## src/rtl/obi_arb_pkg.sv

```systemverilog
// Arbitration policy and index helpers for the N-to-1 OBI arbiter.
package obi_arb_pkg;

  typedef enum logic {
    ARB_RR    = 1'b0,
    ARB_FIXED = 1'b1
  } arb_mode_e;

  function automatic int wrap_inc(input int v, input int n);
    return (v + 1 >= n) ? 0 : v + 1;
  endfunction

endpackage

```

## src/rtl/obi_pkg.sv

```systemverilog
// OBI bus request/response types shared by masters, slaves and interconnect.
package obi_pkg;

  typedef struct packed {
    logic        req;
    logic        we;
    logic [3:0]  be;
    logic [31:0] addr;
    logic [31:0] wdata;
  } obi_req_t;

  typedef struct packed {
    logic        gnt;
    logic        rvalid;
    logic [31:0] rdata;
  } obi_resp_t;

endpackage

```

## src/rtl/obi_rsp_id_fifo.sv

```systemverilog
// In-order queue of granted master indices awaiting their response.
module obi_rsp_id_fifo #(
  parameter int WIDTH = 2,
  parameter int DEPTH = 2,
  localparam int PTR_W = (DEPTH > 1) ? $clog2(DEPTH) : 1,
  localparam int CNT_W = $clog2(DEPTH + 1)
) (
  input  logic             clk_i,
  input  logic             rst_ni,
  input  logic             push_i,
  input  logic             pop_i,
  input  logic [WIDTH-1:0] data_i,
  output logic [WIDTH-1:0] data_o,
  output logic             empty_o,
  output logic             full_o,
  output logic [CNT_W-1:0] count_o
);

  logic [WIDTH-1:0] mem_q [DEPTH];
  logic [WIDTH-1:0] mem_d [DEPTH];
  logic [PTR_W-1:0] wr_ptr_q, wr_ptr_d, rd_ptr_q, rd_ptr_d;
  logic [CNT_W-1:0] count_q, count_d;
  logic             do_push, do_pop;

  assign empty_o = (count_q == '0);
  assign full_o  = (count_q == CNT_W'(DEPTH));
  assign count_o = count_q;
  assign data_o  = mem_q[rd_ptr_q];
  assign do_push = push_i & ~full_o;
  assign do_pop  = pop_i & ~empty_o;

  always_comb begin
    mem_d    = mem_q;
    wr_ptr_d = wr_ptr_q;
    rd_ptr_d = rd_ptr_q;
    if (do_push) begin
      mem_d[wr_ptr_q] = data_i;
      wr_ptr_d = (wr_ptr_q == PTR_W'(DEPTH - 1)) ? '0 : wr_ptr_q + 1'b1;
    end
    if (do_pop)
      rd_ptr_d = (rd_ptr_q == PTR_W'(DEPTH - 1)) ? '0 : rd_ptr_q + 1'b1;
    count_d = count_q + CNT_W'(do_push) - CNT_W'(do_pop);
  end

  always_ff @(posedge clk_i) begin
    if (!rst_ni) begin
      for (int i = 0; i < DEPTH; i++) mem_q[i] <= '0;
      wr_ptr_q <= '0;
      rd_ptr_q <= '0;
      count_q  <= '0;
    end else begin
      mem_q    <= mem_d;
      wr_ptr_q <= wr_ptr_d;
      rd_ptr_q <= rd_ptr_d;
      count_q  <= count_d;
    end
  end

endmodule

```

## src/rtl/obi_arb_n_to_one.sv

```systemverilog
// N-to-1 OBI arbiter: combinational grant path, address-phase lock and
// in-order response routing through a bounded ID FIFO.
module obi_arb_n_to_one
  import obi_pkg::*;
  import obi_arb_pkg::*;
#(
  parameter int        NMASTER         = 4,
  parameter int        MAX_OUTSTANDING = 2,
  parameter arb_mode_e ARB_MODE        = ARB_RR,
  parameter int        IDX_W           = $clog2(NMASTER),
  localparam int       OUT_W           = $clog2(MAX_OUTSTANDING + 1)
) (
  input  logic                      clk_i,
  input  logic                      rst_ni,
  input  obi_req_t  [NMASTER-1:0]   master_req_i,
  output obi_resp_t [NMASTER-1:0]   master_resp_o,
  output obi_req_t                  slave_req_o,
  input  obi_resp_t                 slave_resp_i,
  output logic      [OUT_W-1:0]     outstanding_o,
  output logic                      err_o
);

  logic [NMASTER-1:0] eligible;
  logic [IDX_W-1:0]   rr_ptr_q, rr_ptr_d, lock_idx_q, lock_idx_d;
  logic [IDX_W-1:0]   win_idx, base, head_idx;
  logic               lock_vld_q, lock_vld_d, err_q, err_d;
  logic               win_vld, hs, rsp_pop, fifo_empty, fifo_full;
  int                 cand;

  // Full tracker blocks new address phases using the registered count only.
  always_comb begin
    eligible = '0;
    for (int i = 0; i < NMASTER; i++)
      eligible[i] = master_req_i[i].req & ~fifo_full;
  end

  always_comb begin
    win_vld = 1'b0;
    win_idx = '0;
    cand    = 0;
    base    = (ARB_MODE == ARB_RR) ? rr_ptr_q : '0;
    if (lock_vld_q) begin
      win_vld = eligible[lock_idx_q];
      win_idx = lock_idx_q;
    end else begin
      // Walk downward so the candidate closest to base is taken last.
      for (int k = NMASTER - 1; k >= 0; k--) begin
        cand = (int'(base) + k) % NMASTER;
        if (eligible[IDX_W'(cand)]) begin
          win_vld = 1'b1;
          win_idx = IDX_W'(cand);
        end
      end
    end
  end

  assign hs          = win_vld & slave_resp_i.gnt;
  assign rsp_pop     = slave_resp_i.rvalid & ~fifo_empty;
  assign slave_req_o = win_vld ? master_req_i[win_idx] : '0;

  always_comb begin
    for (int i = 0; i < NMASTER; i++) begin
      master_resp_o[i].rdata  = slave_resp_i.rdata;
      master_resp_o[i].gnt    = win_vld & (win_idx == IDX_W'(i)) & slave_resp_i.gnt;
      master_resp_o[i].rvalid = rsp_pop & (head_idx == IDX_W'(i));
    end
  end

  always_comb begin
    lock_vld_d = win_vld & ~slave_resp_i.gnt;
    lock_idx_d = lock_vld_d ? win_idx : lock_idx_q;
    rr_ptr_d   = rr_ptr_q;
    if (ARB_MODE == ARB_RR && hs)
      rr_ptr_d = IDX_W'(wrap_inc(int'(win_idx), NMASTER));
    err_d = err_q | (slave_resp_i.rvalid & fifo_empty);
  end

  always_ff @(posedge clk_i) begin
    if (!rst_ni) begin
      rr_ptr_q   <= '0;
      lock_vld_q <= 1'b0;
      lock_idx_q <= '0;
      err_q      <= 1'b0;
    end else begin
      rr_ptr_q   <= rr_ptr_d;
      lock_vld_q <= lock_vld_d;
      lock_idx_q <= lock_idx_d;
      err_q      <= err_d;
    end
  end

  assign err_o = err_q;

  obi_rsp_id_fifo #(
    .WIDTH (IDX_W),
    .DEPTH (MAX_OUTSTANDING)
  ) u_id_fifo (
    .clk_i   (clk_i),
    .rst_ni  (rst_ni),
    .push_i  (hs),
    .pop_i   (rsp_pop),
    .data_i  (win_idx),
    .data_o  (head_idx),
    .empty_o (fifo_empty),
    .full_o  (fifo_full),
    .count_o (outstanding_o)
  );

endmodule
```

## config.mk

```make
export PLATFORM = sky130hd
export DESIGN_NAME = obi_arb_n_to_one
export DESIGN_NICKNAME = d
export VERILOG_FILES = /design/src/rtl/obi_arb_pkg.sv /design/src/rtl/obi_pkg.sv /design/src/rtl/obi_rsp_id_fifo.sv /design/src/rtl/obi_arb_n_to_one.sv
export SDC_FILE = /design/constraint.sdc
export NUM_CORES = 1
export LEC_CHECK = 0
export ABC_AREA = 0
export BUFFER_PORTS_ARGS = -buffer_cell sky130_fd_sc_hd__buf_2
export CORE_AREA = 5 5 200 202
export CTS_CLUSTER_DIAMETER = 40
export DETAILED_ROUTE_END_ITERATION = 6
export DIE_AREA = 0 0 205 207
export RECOVER_POWER = 50
export REMOVE_ABC_BUFFERS = 1
export SLEW_MARGIN = 0
export SYNTH_ARGS = -nofsm -noshare
export SYNTH_HDL_FRONTEND = slang
export SYNTH_SLANG_ARGS = --single-unit
```

## constraint.sdc

```tcl
create_clock -name clk_i -period 3.1 [get_ports clk_i]
set_clock_uncertainty 0.2 [all_clocks]
set_input_delay 0.155 -clock clk_i [delete_from_list [all_inputs] [get_ports clk_i]]
set_output_delay 0.155 -clock clk_i [all_outputs]
set_load 0.02 [all_outputs]
```

==> impl_metrics.json, run 1 <==
{
  "status": "completed",
  "leakage_nw": 3.181,
  "cts_setup_buffers": 0,
  "netlist_area_um2": 3880,
  "clock.fmax_mhz": 344.0,
  "layout_min_cycle_time_ps": 2907,
  "dieArea_um2": 42440,
  "critPathRequiredTime_ps": 2740,
  "coreArea_um2": 38110,
  "htreeDepth": 1,
  "cp-end-kind": "output port",
  "dp_hpwl_mm": 24.27,
  "dr_total_vias": 4477,
  "r2r_start": "u_id_fifo.count_o[1]",
  "synth_top_area_share_pct": 35.86,
  "insertion_delay_ps": 250,
  "antenna_left": 0,
  "critPathArrivalTime_ps": 2550,
  "die_h_um": 207,
  "synth-edff-count": 0,
  "setup_tns_ps": 0,
  "track_usage_pct": 11.53,
  "io_pins": 525,
  "ir_drop_mv": 0.3523,
  "whs_endpoint": "master_resp_o[112]",
  "start_util_pct": 10.18,
  "min_period_over_period_pct": 93.78,
  "layout_common_cells": "364 x buf_2, 138 x mux2i_1, 51 x o22ai_1",
  "synth_area_leader_cell": "mux2i_1",
  "yosysSeqAreaShare_pct": 7.223,
  "setup_viol": 0,
  "min_path_cells": 0,
  "cts_tree": "built",
  "clk_pin_slew_ps": 50,
  "via_per_inst": 3.700,
  "switching_share_pct": 57.43,
  "cts_buffer_depth": 2,
  "rows": 72,
  "combPwrFrac_pct": 88.1,
  "dr.pass1.iters": 4,
  "min_from": "slave_resp_i[10]",
  "synth_ff_type": "dfxtp_1",
  "first_iter_violations": 183,
  "diodes": 0,
  "antenna_found_initial": 3,
  "whs_ps": 110.8,
  "synth_cell_type_count": 38,
  "grt_pass1_vias": 4760,
  "clkPwrFrac_pct": 5.7,
  "grt_setup_unrepaired": "false",
  "path_class": "reg2out",
  "r2r.worst_path.cells": 8,
  "async_reset_ff_share_pct": 0,
  "die-width_um": 205,
  "cts_made_buffers": 3,
  "cap_violations": 0,
  "worstReg2RegEnd": "base[1]",
  "final_hold_viol_count": 0,
  "p_int_w": 0.002049,
  "drive_gt1_share_pct": 59.39,
  "place_congestion": 0.9433,
  "hold_class": "in2out",
  "grt_overflow": 0,
  "grt_max_degree": 53,
  "ys_seq_elements": 14,
  "report.final.slew_viol_count": 0,
  "grt_first_pass_wirelength_mm": 35.34,
  "layout_commonest_cell": "buf_2",
  "detail_route.wl_per_cell_um": 22.26,
  "power_frac_seq_pct": 6.2,
  "syn_to_final_growth_pct": 43.89,
  "yosysWarnings": 0,
  "slew_headroom_pct": 68.74,
  "crit_fanout": 52,
  "synth_cells": 469,
  "synthTopCellsByArea": "mux2i_1 36%, buf_4 26%, o22ai_1 8.9%, dfxtp_1 7.2%, o22ai_2 4.5%",
  "io_buffers": 364,
  "power_density_nw_per_um2": 862.2,
  "numClockSinks": 14,
  "critPathLaunch": "u_id_fifo.count_o[1]",
  "final_nets": 1011,
  "cp-start-kind": "flop",
  "syn_area_per_cell_um2": 8.273,
  "routed_wl_mm": 26.93,
  "rrSetupSlack_ps": 850,
  "power.switching_w": 0.002764,
  "drc": 0,
  "worst_slew_pin_slew_ps": 465.8,
  "root_buffer": "clkbuf_16"
}
## metal layers
layer / GRT usage, % / vias to the layer above / wire length, um
li1: - / 2035 / -
met1: 13.77 / 2053 / 10480
met2: 16.45 / 373 / 10890
met3: 9.446 / 10 / 5226
met4: 0.4158 / 6 / 63
met5: 5.415 / - / 260
## how the worst max path moves through the flow
stage,endpoint,slack [ps],cells past startpoint
6_report,slave_req_o[45],190,7
5_1_grt,slave_req_o[51],20,8
4_1_cts,slave_req_o[62],30,8
3_5_place_dp,slave_req_o[60],-20,8
3_3_place_gp,slave_req_o[51],20,8
2_1_floorplan,master_resp_o[101],-9840,5
## state kept, by name (all words and copies together) (netlist names)
| register | flops |
|---|---|
| u_id_fifo.mem_q | 4 |
| base | 2 |
| lock_idx_q | 2 |
| u_id_fifo.count_o | 2 |
| err_o | 1 |
| lock_vld_q | 1 |
| u_id_fifo.rd_ptr_q | 1 |
| u_id_fifo.wr_ptr_q | 1 |
## synth_stat cells (3+ instances only)
master / n
a21oi_1: 14
a311oi_1: 4
buf_2: 19
buf_4: 132
buf_6: 4
clkbuf_4: 4
dfxtp_1: 14
inv_1: 8
mux2i_1: 139
nand2_1: 3
nor2_1: 16
nor2b_1: 5
nor3_1: 6
o22ai_1: 55
o22ai_2: 14
## stage by stage
| step | area, um2 | std cells | setup slack, ps | utilization (%) | total power, W |
|---|---|---|---|---|---|
| final | 5583 | 1210 | 192.9 | 14.65 | 0.004813 |
| after global routing | 5583 | 1210 | 16.34 | 14.65 | 0.005180 |
| after CTS | 5503 | 1209 | 31.57 | 14.44 | 0.004838 |
| after detailed placement | 5365 | 1203 | -16.93 | 14.08 | 0.004516 |
| after global placement | 5365 | 1203 | 17.03 | 14.08 | 0.004465 |
| after floorplan | 2711 | 308 | -9842 | - | 0.002491 |
## cell type report
cell class / count / area (um2)
Clock buffer: 4 / 88.84
Fill cell: 4380 / 32520
Inverter: 9 / 36.28
Multi-Input combinational cell: 285 / 2476
Sequential cell: 14 / 280.3
Tap cell: 518 / 648.1
Timing Repair Buffer: 380 / 2053
## timing repair
item | 4_1_cts | 5_1_grt
endpoints found under the hold margin | 2 | 0
hold buffers | 2 | 0
endpoints found under the setup margin | 6 | 6
resized for setup | 5 | 9
cloned | 0 | 1
pin swaps | 0 | 1
## critical path, cell delays in order, from the launching register on
cell and delay, ps:
dfxtp_1 390, nor2b_2 280, nor3_1 110, a32oi_4 340
buf_12 320, mux2i_1 190, o22ai_1 300, buf_2 280
## kinds of logic after synthesis
| group | share of synthesized area (%) |
|---|---|
| buffers and inverters | 31.05 |
| multiplexers | 36.44 |
| AO/OA/AOI/OAI | 18.03 |
| AND/OR/NAND/NOR | 5.708 |
| flip-flops | 7.224 |
| XOR/XNOR | 0.9031 |
| adder cells (fa/ha/maj) | 0.6449 |
## power groups by stage
| stage | clock [W] | sequential [W] | combinational (W) |
|---|---|---|---|
| after floorplan | 0 | 0.000296 | 0.00220 |
| after global placement | 0 | 0.000294 | 0.00417 |
| after detailed placement | 0 | 0.000299 | 0.00422 |
| after CTS | 0.000277 | 0.000297 | 0.00426 |
| after global routing | 0.000284 | 0.000308 | 0.00459 |
| final | 0.000273 | 0.000298 | 0.00424 |
Note: power is estimated with default switching activity, not from simulation.
==> run 2, diff against run 1 <==
--- a/config.mk
+++ b/config.mk
@@ -7,10 +7,11 @@
 export LEC_CHECK = 0
 export ABC_AREA = 0
 export BUFFER_PORTS_ARGS = -buffer_cell sky130_fd_sc_hd__buf_2
-export CORE_AREA = 5 5 200 202
+export CAP_MARGIN = 25
+export CORE_AREA = 5 5 203 205
 export CTS_CLUSTER_DIAMETER = 40
 export DETAILED_ROUTE_END_ITERATION = 6
-export DIE_AREA = 0 0 205 207
+export DIE_AREA = 0 0 208 210
 export RECOVER_POWER = 50
 export REMOVE_ABC_BUFFERS = 1
 export SLEW_MARGIN = 0
==> constraint.sdc (replaced) <==
create_clock -name clk_i -period 2.4 [get_ports clk_i]
set_clock_uncertainty 0.2 [all_clocks]
set_input_delay 0.12 -clock clk_i [delete_from_list [all_inputs] [get_ports clk_i]]
set_output_delay 0.12 -clock clk_i [all_outputs]
set_load 0.02 [all_outputs]
==> run 2 against run 1 <==
The flow now finishes with violations (setup timing). Sequential share of layout area decreased by 1.7 points. Combinational power rose to 2.5 times the previous value. Non-clock buffer count rose by 72. Die area rose by 2.9%. Critical path type unchanged. Total power up 140%. First-iteration DRC count grew 16%. Sequential cell count unchanged. Register-to-register slack worse by 660 ps. Setup slack worse by 360 ps. Clock power increased by 30%. Cell count grew 6.7%. Critical endpoint is now slave_req_o[22].
==> impl_metrics.json, run 2 (synthesis results as in run 1) <==
{
  "final_hold_viol_count": 0,
  "leakage_nw": 3.706,
  "clock.fmax_mhz": 389.9,
  "via_per_inst": 3.834,
  "rrSetupSlack_ps": 190,
  "cp-start-kind": "flop",
  "ir_drop_mv": 0.6030,
  "die-width_um": 208,
  "placed_cells": 1250,
  "instances_no_fill": 1291,
  "dr_total_vias": 4950,
  "syn_to_final_growth_pct": 119.9,
  "worst_slew_pin_slew_ps": 478.8,
  "grt_overflow": 0,
  "detail_route.wl_per_cell_um": 27.49,
  "routed_wl_mm": 35.50,
  "setup_tns_ps": -6425,
  "grt_setup_unrepaired": "true",
  "setup_viol": 70,
  "cap_violations": 0,
  "numClockSinks": 14,
  "critPathRequiredTime_ps": 2080,
  "die_h_um": 210,
  "io_pins": 525,
  "layout_min_cycle_time_ps": 2565,
  "crit_fanout": 8,
  "hold_class": "in2out",
  "place_congestion": 0.9272,
  "layout_commonest_cell": "buf_2",
  "cts_buffer_depth": 2,
  "min_period_over_period_pct": 106.9,
  "fin_ws_ps": -164.6,
  "largest_register_ffs": 4,
  "dr.pass1.iters": 4,
  "status": "finished with violations",
  "num-fill-cells": 4273,
  "grt_first_pass_wirelength_mm": 44.29,
  "antenna_left": 0,
  "path_class": "reg2out",
  "track_usage_pct": 14.48,
  "power_density_nw_per_um2": 1337,
  "cts_tree": "built",
  "antenna_found_initial": 4,
  "dp_hpwl_mm": 29.08,
  "grt_max_degree": 21,
  "first_iter_violations": 212,
  "start_util_pct": 9.879,
  "whs_ps": 40.60,
  "dieArea_um2": 43680,
  "root_buffer": "clkbuf_16",
  "slew_headroom_pct": 68.04,
  "coreArea_um2": 39280,
  "report.final.slew_viol_count": 0,
  "drive_gt1_share_pct": 82.72,
  "regMostFlops": "u_id_fifo.mem_q",
  "insertion_delay_ps": 240,
  "layout_common_cells": "293 x buf_2, 64 x mux2i_4, 60 x buf_6",
  "drc": 0,
  "critPathArrivalTime_ps": 2240,
  "io_buffers": 364,
  "place_area_um2": 5749,
  "htreeDepth": 1,
  "final_nets": 1083,
  "rows": 73,
  "cp-end-kind": "output port",
  "cts_made_buffers": 3,
  "violations": "setup timing",
  "grt_pass1_vias": 5308,
  "clk_pin_slew_ps": 50,
  "design_area_um2": 8531
}
[run 2: where the power goes]
group | internal, W | leakage, nW | switching, W
Clock | 0.000253 | 0.0442 | 0.000103
Sequential | 0.000300 | 0.117 | 0.0000722
Combinational | 0.00534 | 3.55 | 0.00534
[run 2: path summary, 6_finish.rpt]
check | startpoint | endpoint | cells after the start
max | base[0] | slave_req_o[22] | 10
min | slave_resp_i[10] | master_resp_o[44] | 0
max reg2reg | base[0] | base[1] | 11
min reg2reg | err_o | err_o | 2
[run 2: critical path, cell delays in order (launching register included)]
cell and delay [ps]:
dfxtp_2 330, buf_6 120, nor2b_4 100, o21ai_2 80
a32oi_4 260, buf_6 190, buf_16 180, buf_12 150
mux2i_4 270, o22ai_2 130, buf_6 170
[run 2: metrics by stage]
step | total power [W] | setup WS (ps) | util (%)
final | 0.01141 | -164.6 | 21.72
after global routing | 0.01201 | -247.3 | 21.71
after CTS | 0.01029 | -155.7 | 19.50
after detailed placement | 0.006920 | -233.9 | 14.64
after global placement | 0.006862 | -251.5 | 14.64
after floorplan | 0.002952 | -10510 | -
[run 2: area by class of cell]
cell class                      count  area, um2  area share (%)
Antenna cell                        2      5.005         0.05867
Clock buffer                        4      88.84           1.041
Inverter                            9      41.29          0.4840
Multi-Input combinational cell    285       3909           45.82
Sequential cell                    14      284.0           3.329
Tap cell                          525      656.9           7.700
Timing Repair Buffer              452       3546           41.57
[run 2: per-layer routing]
metal | share of wire, % | global-route usage, % | up-vias | wire [um]
met5 | 0.35 | 3.017 | - | 126
li1 | - | - | 2199 | -
met3 | 16 | 10.67 | 34 | 5725
met1 | 43 | 19.21 | 2321 | 15250
met4 | 0.80 | 1.336 | 8 | 284
met2 | 40 | 19.23 | 388 | 14110
[run 2: what timing repair did]
item / CTS / global route
hold buffers: 2 / 0
endpoints found under the hold margin: 2 / 0
gates resized for setup: 331 / 120
cloned: 7 / 5
setup buffers: 15 / 9
pin swaps: 19 / 34
setup endpoints to repair: 71 / 72
